`config.mk`:
```
export PLATFORM = sky130hd
export DESIGN_NAME = qpd_capture
export DESIGN_NICKNAME = d
export VERILOG_FILES = /design/src/rtl/qpd_pkg.sv /design/src/rtl/capture_ram.sv /design/src/rtl/qpd_capture.sv
export SDC_FILE = /design/constraint.sdc
export NUM_CORES = 2
export LEC_CHECK = 0
export BUFFER_PORTS_ARGS = -buffer_cell sky130_fd_sc_hd__buf_2
export CAP_MARGIN = 20
export CORE_ASPECT_RATIO = 1.25
export CORE_UTILIZATION = 35
export CTS_CLUSTER_DIAMETER = 50
export DETAILED_ROUTE_END_ITERATION = 8
export GPL_TIMING_DRIVEN = 0
export MAX_ROUTING_LAYER = met4
export PLACE_DENSITY = 0.56
export SETUP_SLACK_MARGIN = 0.05
export SYNTH_ARGS = -nofsm -noshare
export SYNTH_HDL_FRONTEND = slang
export SYNTH_HIERARCHICAL = 1
export SYNTH_SLANG_ARGS = --single-unit
export TNS_END_PERCENT = 50
```
`constraint.sdc`:
```
create_clock -name sclock -period 4.2 [get_ports sclock]
set_input_delay 0.42 -clock sclock [delete_from_list [all_inputs] [get_ports sclock]]
set_output_delay 0.42 -clock sclock [all_outputs]
set_load 0.05 [all_outputs]
```
`src/rtl/qpd_pkg.sv`:
```
// qpd_pkg
// Shared definitions for the quarter-period-delay capture block:
//   - default ADC sample width and capture buffer depth
//   - capture FSM state enumeration
package qpd_pkg;

    localparam int QPD_DATA_W = 16;
    localparam int QPD_DEPTH  = 256;

    typedef enum logic [1:0] {
        ST_IDLE    = 2'd0,
        ST_CAPTURE = 2'd1,
        ST_READY   = 2'd2,
        ST_READOUT = 2'd3
    } qpd_state_e;

endpackage : qpd_pkg

```
`src/rtl/capture_ram.sv`:
```
// capture_ram
// Simple dual-port sample buffer: synchronous write port, synchronous read
// port with a registered output. Array contents are not reset; only the
// read-data register is, so the block output is known after reset.
// Ports:
//   sclock   - clock
//   rstn     - async active-low reset (read register only)
//   wr_en    - write strobe
//   wr_addr  - write address
//   wr_data  - write data
//   rd_en    - read strobe; rd_data updates one cycle later
//   rd_addr  - read address
//   rd_data  - registered read data (holds when rd_en is low)
module capture_ram #(
    parameter int DATA_W = 16,
    parameter int DEPTH  = 256,
    parameter int AW     = $clog2(DEPTH)
) (
    input  logic              sclock,
    input  logic              rstn,
    input  logic              wr_en,
    input  logic [AW-1:0]     wr_addr,
    input  logic [DATA_W-1:0] wr_data,
    input  logic              rd_en,
    input  logic [AW-1:0]     rd_addr,
    output logic [DATA_W-1:0] rd_data
);

    logic [DATA_W-1:0] mem_q [DEPTH];
    logic [DATA_W-1:0] rd_data_q;

    // Storage array write port; contents intentionally left unreset.
    always_ff @(posedge sclock) begin
        if (wr_en) begin
            mem_q[wr_addr] <= wr_data;
        end
    end

    // Registered read port, cleared on reset so the output starts at zero.
    always_ff @(posedge sclock or negedge rstn) begin
        if (!rstn) begin
            rd_data_q <= '0;
        end else if (rd_en) begin
            rd_data_q <= mem_q[rd_addr];
        end
    end

    assign rd_data = rd_data_q;

endmodule : capture_ram

```
`src/rtl/qpd_capture.sv`:
```
// qpd_capture
// Triggered ADC capture buffer. A trigger in IDLE starts capturing the next
// num_samples valid ADC samples (0 = DEPTH); once full the buffer is read out
// one sample per rd_en, after which the block returns to IDLE.
// Ports:
//   sclock       - sample clock
//   rstn         - async active-low reset
//   trigger      - capture start pulse
//   num_samples  - sample count, latched on the accepted trigger
//   adc_valid    - adc_data qualifier
//   adc_data     - ADC sample
//   rd_en        - readout request
//   rd_data      - read sample (registered)
//   rd_valid     - rd_data qualifier (registered)
//   busy         - high while capturing
//   done         - high while data is waiting / being read out
//   missed       - sticky: a trigger arrived while not IDLE
module qpd_capture
    import qpd_pkg::*;
#(
    parameter int DATA_W = QPD_DATA_W,
    parameter int DEPTH  = QPD_DEPTH
) (
    input  logic              sclock,
    input  logic              rstn,
    input  logic              trigger,
    input  logic [7:0]        num_samples,
    input  logic              adc_valid,
    input  logic [DATA_W-1:0] adc_data,
    input  logic              rd_en,
    output logic [DATA_W-1:0] rd_data,
    output logic              rd_valid,
    output logic              busy,
    output logic              done,
    output logic              missed
);

    localparam int AW    = $clog2(DEPTH);
    // One extra bit so a full buffer (count == DEPTH) does not wrap to 0.
    localparam int PTR_W = AW + 1;

    qpd_state_e       state_q, state_d;
    logic [PTR_W-1:0] target_q, target_d;
    logic [PTR_W-1:0] wr_ptr_q, wr_ptr_d;
    logic [PTR_W-1:0] rd_ptr_q, rd_ptr_d;
    logic             missed_q, missed_d;
    logic             rd_valid_q;
    logic             busy_q;
    logic             done_q;
    logic             ram_we_s;
    logic             ram_re_s;

    // Next-state, pointer and flag logic for the capture FSM.
    always_comb begin
        state_d  = state_q;
        target_d = target_q;
        wr_ptr_d = wr_ptr_q;
        rd_ptr_d = rd_ptr_q;
        missed_d = missed_q;
        ram_we_s = 1'b0;
        ram_re_s = 1'b0;
        case (state_q)
            ST_IDLE: begin
                if (trigger) begin
                    // Zero (or anything beyond the buffer) means a full buffer.
                    if ((num_samples == 8'd0) || (32'(num_samples) > 32'(DEPTH))) begin
                        target_d = PTR_W'(DEPTH);
                    end else begin
                        target_d = PTR_W'(num_samples);
                    end
                    wr_ptr_d = '0;
                    rd_ptr_d = '0;
                    missed_d = 1'b0;
                    state_d  = ST_CAPTURE;
                end else begin
                    state_d  = ST_IDLE;
                end
            end
            ST_CAPTURE: begin
                if (trigger) begin
                    missed_d = 1'b1;
                end else begin
                    missed_d = missed_q;
                end
                if (adc_valid) begin
                    ram_we_s = 1'b1;
                    wr_ptr_d = wr_ptr_q + PTR_W'(1'b1);
                    if ((wr_ptr_q + PTR_W'(1'b1)) == target_q) begin
                        state_d = ST_READY;
                    end else begin
                        state_d = ST_CAPTURE;
                    end
                end else begin
                    state_d = ST_CAPTURE;
                end
            end
            ST_READY, ST_READOUT: begin
                if (trigger) begin
                    missed_d = 1'b1;
                end else begin
                    missed_d = missed_q;
                end
                if (rd_en && (rd_ptr_q < wr_ptr_q)) begin
                    ram_re_s = 1'b1;
                    if ((rd_ptr_q + PTR_W'(1'b1)) == wr_ptr_q) begin
                        // Last sample handed out: release the buffer.
                        rd_ptr_d = '0;
                        state_d  = ST_IDLE;
                    end else begin
                        rd_ptr_d = rd_ptr_q + PTR_W'(1'b1);
                        state_d  = ST_READOUT;
                    end
                end else begin
                    state_d = state_q;
                end
            end
            default: begin
                state_d = ST_IDLE;
            end
        endcase
    end

    // State, pointer and registered-output update.
    always_ff @(posedge sclock or negedge rstn) begin
        if (!rstn) begin
            state_q    <= ST_IDLE;
            target_q   <= '0;
            wr_ptr_q   <= '0;
            rd_ptr_q   <= '0;
            missed_q   <= 1'b0;
            rd_valid_q <= 1'b0;
            busy_q     <= 1'b0;
            done_q     <= 1'b0;
        end else begin
            state_q    <= state_d;
            target_q   <= target_d;
            wr_ptr_q   <= wr_ptr_d;
            rd_ptr_q   <= rd_ptr_d;
            missed_q   <= missed_d;
            rd_valid_q <= ram_re_s;
            // Status flags registered from the next state so they track state_q.
            busy_q     <= (state_d == ST_CAPTURE);
            done_q     <= (state_d == ST_READY) || (state_d == ST_READOUT);
        end
    end

    capture_ram #(
        .DATA_W (DATA_W),
        .DEPTH  (DEPTH),
        .AW     (AW)
    ) u_ram (
        .sclock  (sclock),
        .rstn    (rstn),
        .wr_en   (ram_we_s),
        .wr_addr (wr_ptr_q[AW-1:0]),
        .wr_data (adc_data),
        .rd_en   (ram_re_s),
        .rd_addr (rd_ptr_q[AW-1:0]),
        .rd_data (rd_data)
    );

    assign rd_valid = rd_valid_q;
    assign busy     = busy_q;
    assign done     = done_q;
    assign missed   = missed_q;

endmodule : qpd_capture

```
==> metrics <==
status complete, but fails checks; failing checks negative setup slack; top post-synthesis cells by area edfxtp_1, mux4_2, mux2i_1; RSZ-0062 raised after global routing yes; leakage 60.8 nW; critical register-to-register path startpoint rd_ptr_q[4]$_DFFE_PN0P_; Slowest Stage Delay on Critical Path 0.58 ns; clk buf depth 4; Synth Cell Area 0.161 sq mm; GRT Util Overall 35.3%; register area 0.124 sq mm; initial core utilization 35.2%; number of synthesized register bits 4145; final hold slack 0.0447 ns; Root Driver clkbuf_16; Iter 0 DRT Violations 19737; # nets final 8790; Worst Max-Slew Pin Slew 1.30 ns; Worst EP required 5.09 ns; final setup fails 52; cts bufs inserted 426; CP Buf/Inv Count 5; Post-Layout Cell Count 15219; max-slew violations 0; Vias 98486; H-tree levels 5; Crit path max-delay family buffers and inverters; Max IR drop VDD 0.524 mV; Critical Path, Cell by Cell buf_4 > buf_4 > buf_4 > buf_6 > clkbuf_8 > o221ai_1 > o21ai_0 > nand3_1 > nand4_1 > o221ai_1; Max FO, Critical Path 10; fill cell count 39404; vias in the first global route 89876; Yosys top cell area share 76.2%; Hold Crit Class primary input to async pin; First-pass DRT Iterations 8; worst reg2reg path depth 10; Core Footprint 0.459 sq mm; Cell Rows 278; register-to-register setup slack -0.24 ns; EDFF count, synth 4096; Hold Fails Final Rpt 0; initial antenna violation count 111; FFs w/ async S/R, synth 1.18%; syn_nets 7833; power per cell area 637 mW/mm^2; R2R Path End u_ram/rd_data[7]$_DFFE_PN0P_; die width 609 microns; Critical-path top delay cell dfrtp_4; Max-slew headroom 13.1%; area post-placement 0.177 sq mm; fin crit share 106%; largest net degree at the start of global routing 139; Mapped Cells 7793; share of cells above drive strength 1 30.0%; crit start category flop; first-pass GRT wire length 1000000 microns; DPL Wire Length 558000 microns; vias per cell 6.47; fin area 0.196 sq mm; crit path time final 4.44 ns; Die ar. 0.464 sq mm; clk sinks 4145; CP most frequent cell buf_4; Synth cell types 94; Seq/Total Area, Yosys 77.0%; Avg WL per Cell 53.1 microns; gpl congestion 1.07; fmax 225 MHz; Multi-input gate area 0.0366 sq mm; worst skew pair latency 1.09 ns; synthesized area per cell 20.7 sq um; Ports 49; Detail Route Antenna Nets 0; input/output buffers 48; Top FF cell, synth edfxtp_1; post-route worst setup slack -0.240 ns; GRT overflow 0; CP Capture Type flop; # DRC 0; Max Cap Viol 0; drt total wl 808000 microns; Die H 761 microns; crit path DAT 5.33 ns; Worst-path clk slew 0.06 ns; CTS tree built; cell taking the most area after synthesis edfxtp_1; Post-Place Cells 14210; synth-to-layout area growth 21.2%; Clock Skew 0.0788 ns; number of synthesis warnings 6; Crit Path Class flop to flop
## synth_stat cells, drive strengths merged, types with 59 or more instances
cell type and n:
edfxtp 4096, mux2i 608, o21ai 116, mux4 736, nor3 59, clkbuf 177
a21oi 113, a22oi 104, nor2 324, o221ai 121, a211oi 73, nand2 221
o22ai 201, buf 292, nand3 65
## state kept, by name, summed over array words and instances (netlist names)
name / flops
rd_ptr_q: 9
wr_ptr_q: 9
missed: 1
done: 1
state_q: 2
target_q: 9
u_ram/rd_data: 16
u_ram/mem_q: 4096
rd_valid: 1
busy: 1
## final cells by class
| class | instances | share of cell area [%] |
|---|---|---|
| multi-input combinational | 3146 | 18.7 |
| timing repair buffer | 536 | 4.23 |
| clock inverter | 281 | 1.43 |
| inverter | 30 | 0.0576 |
| sequential | 4145 | 63.5 |
| antenna | 85 | 0.109 |
| clock buffer | 511 | 5.66 |
| buffer | 465 | 2.44 |
| tap | 6020 | 3.85 |
## cells in the final DEF, fill, tap and decap left out, types with 38 or more instances in the layout
| cell | n |
|---|---|
| buf_4 | 164 |
| a21oi_1 | 96 |
| clkbuf_4 | 38 |
| nor2_2 | 96 |
| nor2_4 | 171 |
| buf_16 | 103 |
| clkbuf_16 | 431 |
| clkbuf_2 | 65 |
| buf_8 | 188 |
| diode_2 | 85 |
| buf_12 | 160 |
| mux2_2 | 41 |
| clkinv_1 | 73 |
| clkinv_2 | 77 |
| mux2i_1 | 605 |
| o221ai_1 | 108 |
| mux4_1 | 53 |
| o21ai_0 | 89 |
| edfxtp_1 | 4096 |
| a22oi_1 | 99 |
| buf_6 | 111 |
| nand2_1 | 215 |
| a211oi_1 | 53 |
| o22ai_1 | 192 |
| nand3_1 | 55 |
| buf_2 | 59 |
| mux4_2 | 683 |
| nor2_1 | 57 |
| clkbuf_1 | 134 |
## metrics by stage
step | setup TNS [ns] | setup WS, ns | util, % | total power [mW]
after floorplan | 0 | 0.873 | - | 61.6
after global placement | -8474.36 | -5.52 | 36.9 | 81.7
after detailed placement | -694.84 | -2.81 | 38.6 | 83.0
after CTS | -0.0771 | -0.0771 | 42.4 | 122
after global routing | 0 | 0.00967 | 42.6 | 124
final | -3.86 | -0.240 | 42.6 | 125
## per-layer routing
layer | global-route usage [%] | share of wire [%]
met4 | 28.2 | 10
met2 | 50.5 | 43
met5 | - | 0
met3 | 10.9 | 13
met1 | 41.0 | 33
## cells by family (layout without fill, tap and decap cells)
kind of cell / count (synthesis) / in the layout / synth area share, %
fa+ha+maj: 11 / 11 / 0.0853
compound gates: 897 / 897 / 3.89
flops: 4145 / 4145 / 77.0
buf+inv: 502 / 1823 / 2.09
xor+xnor: 20 / 20 / 0.109
mux: 1385 / 1385 / 14.5
simple gates: 833 / 833 / 2.39
other cells: 0 / 85 / 0
## worst max path at each step
stage	from	end	slack, ns	cells after the start
final	rd_ptr_q[4]$_DFFE_PN0P_	u_ram/rd_data[7]$_DFFE_PN0P_	-0.24	10
after global placement	rd_ptr_q[1]$_DFFE_PN0P_	u_ram/rd_data[11]$_DFFE_PN0P_	-5.52	8
after detailed placement	rd_ptr_q[6]$_DFFE_PN0P_	u_ram/rd_data[10]$_DFFE_PN0P_	-2.81	14
after CTS	rd_ptr_q[0]$_DFFE_PN0P_	u_ram/rd_data[10]$_DFFE_PN0P_	-0.08	10
after global routing	state_q[1]$_DFF_PN0_	u_ram/mem_q[212][9]$_DFFE_PP_	0.01	8
after floorplan	wr_ptr_q[6]$_DFFE_PN0P_	u_ram/rd_data[15]$_DFFE_PN0P_	0.87	13
## timing repair
item,4_1_cts,5_1_grt
hold endpoints to repair,517,0
resized for setup,614,60
buffers inserted,77,22
hold buffers,35,0
endpoints found under the setup margin,2835,340
pin swaps,55,16
## report_power, final
| part | switching (mW) | internal (mW) |
|---|---|---|
| registers | 0.457 | 45.7 |
| logic | 28.6 | 11.5 |
| clock network | 17.2 | 21.1 |
| total | 46.3 | 78.3 |
## worst register-to-register path, cell delays in order (launching register included)
cell,delay (ns)
dfrtp_4,0.58
buf_4,0.33
buf_4,0.43
buf_4,0.46
buf_6,0.46
clkbuf_8,0.44
o221ai_1,0.30
o21ai_0,0.29
nand3_1,0.34
nand4_1,0.44
o221ai_1,0.19
No activity file was read; power rests on OpenSTA's default activity.
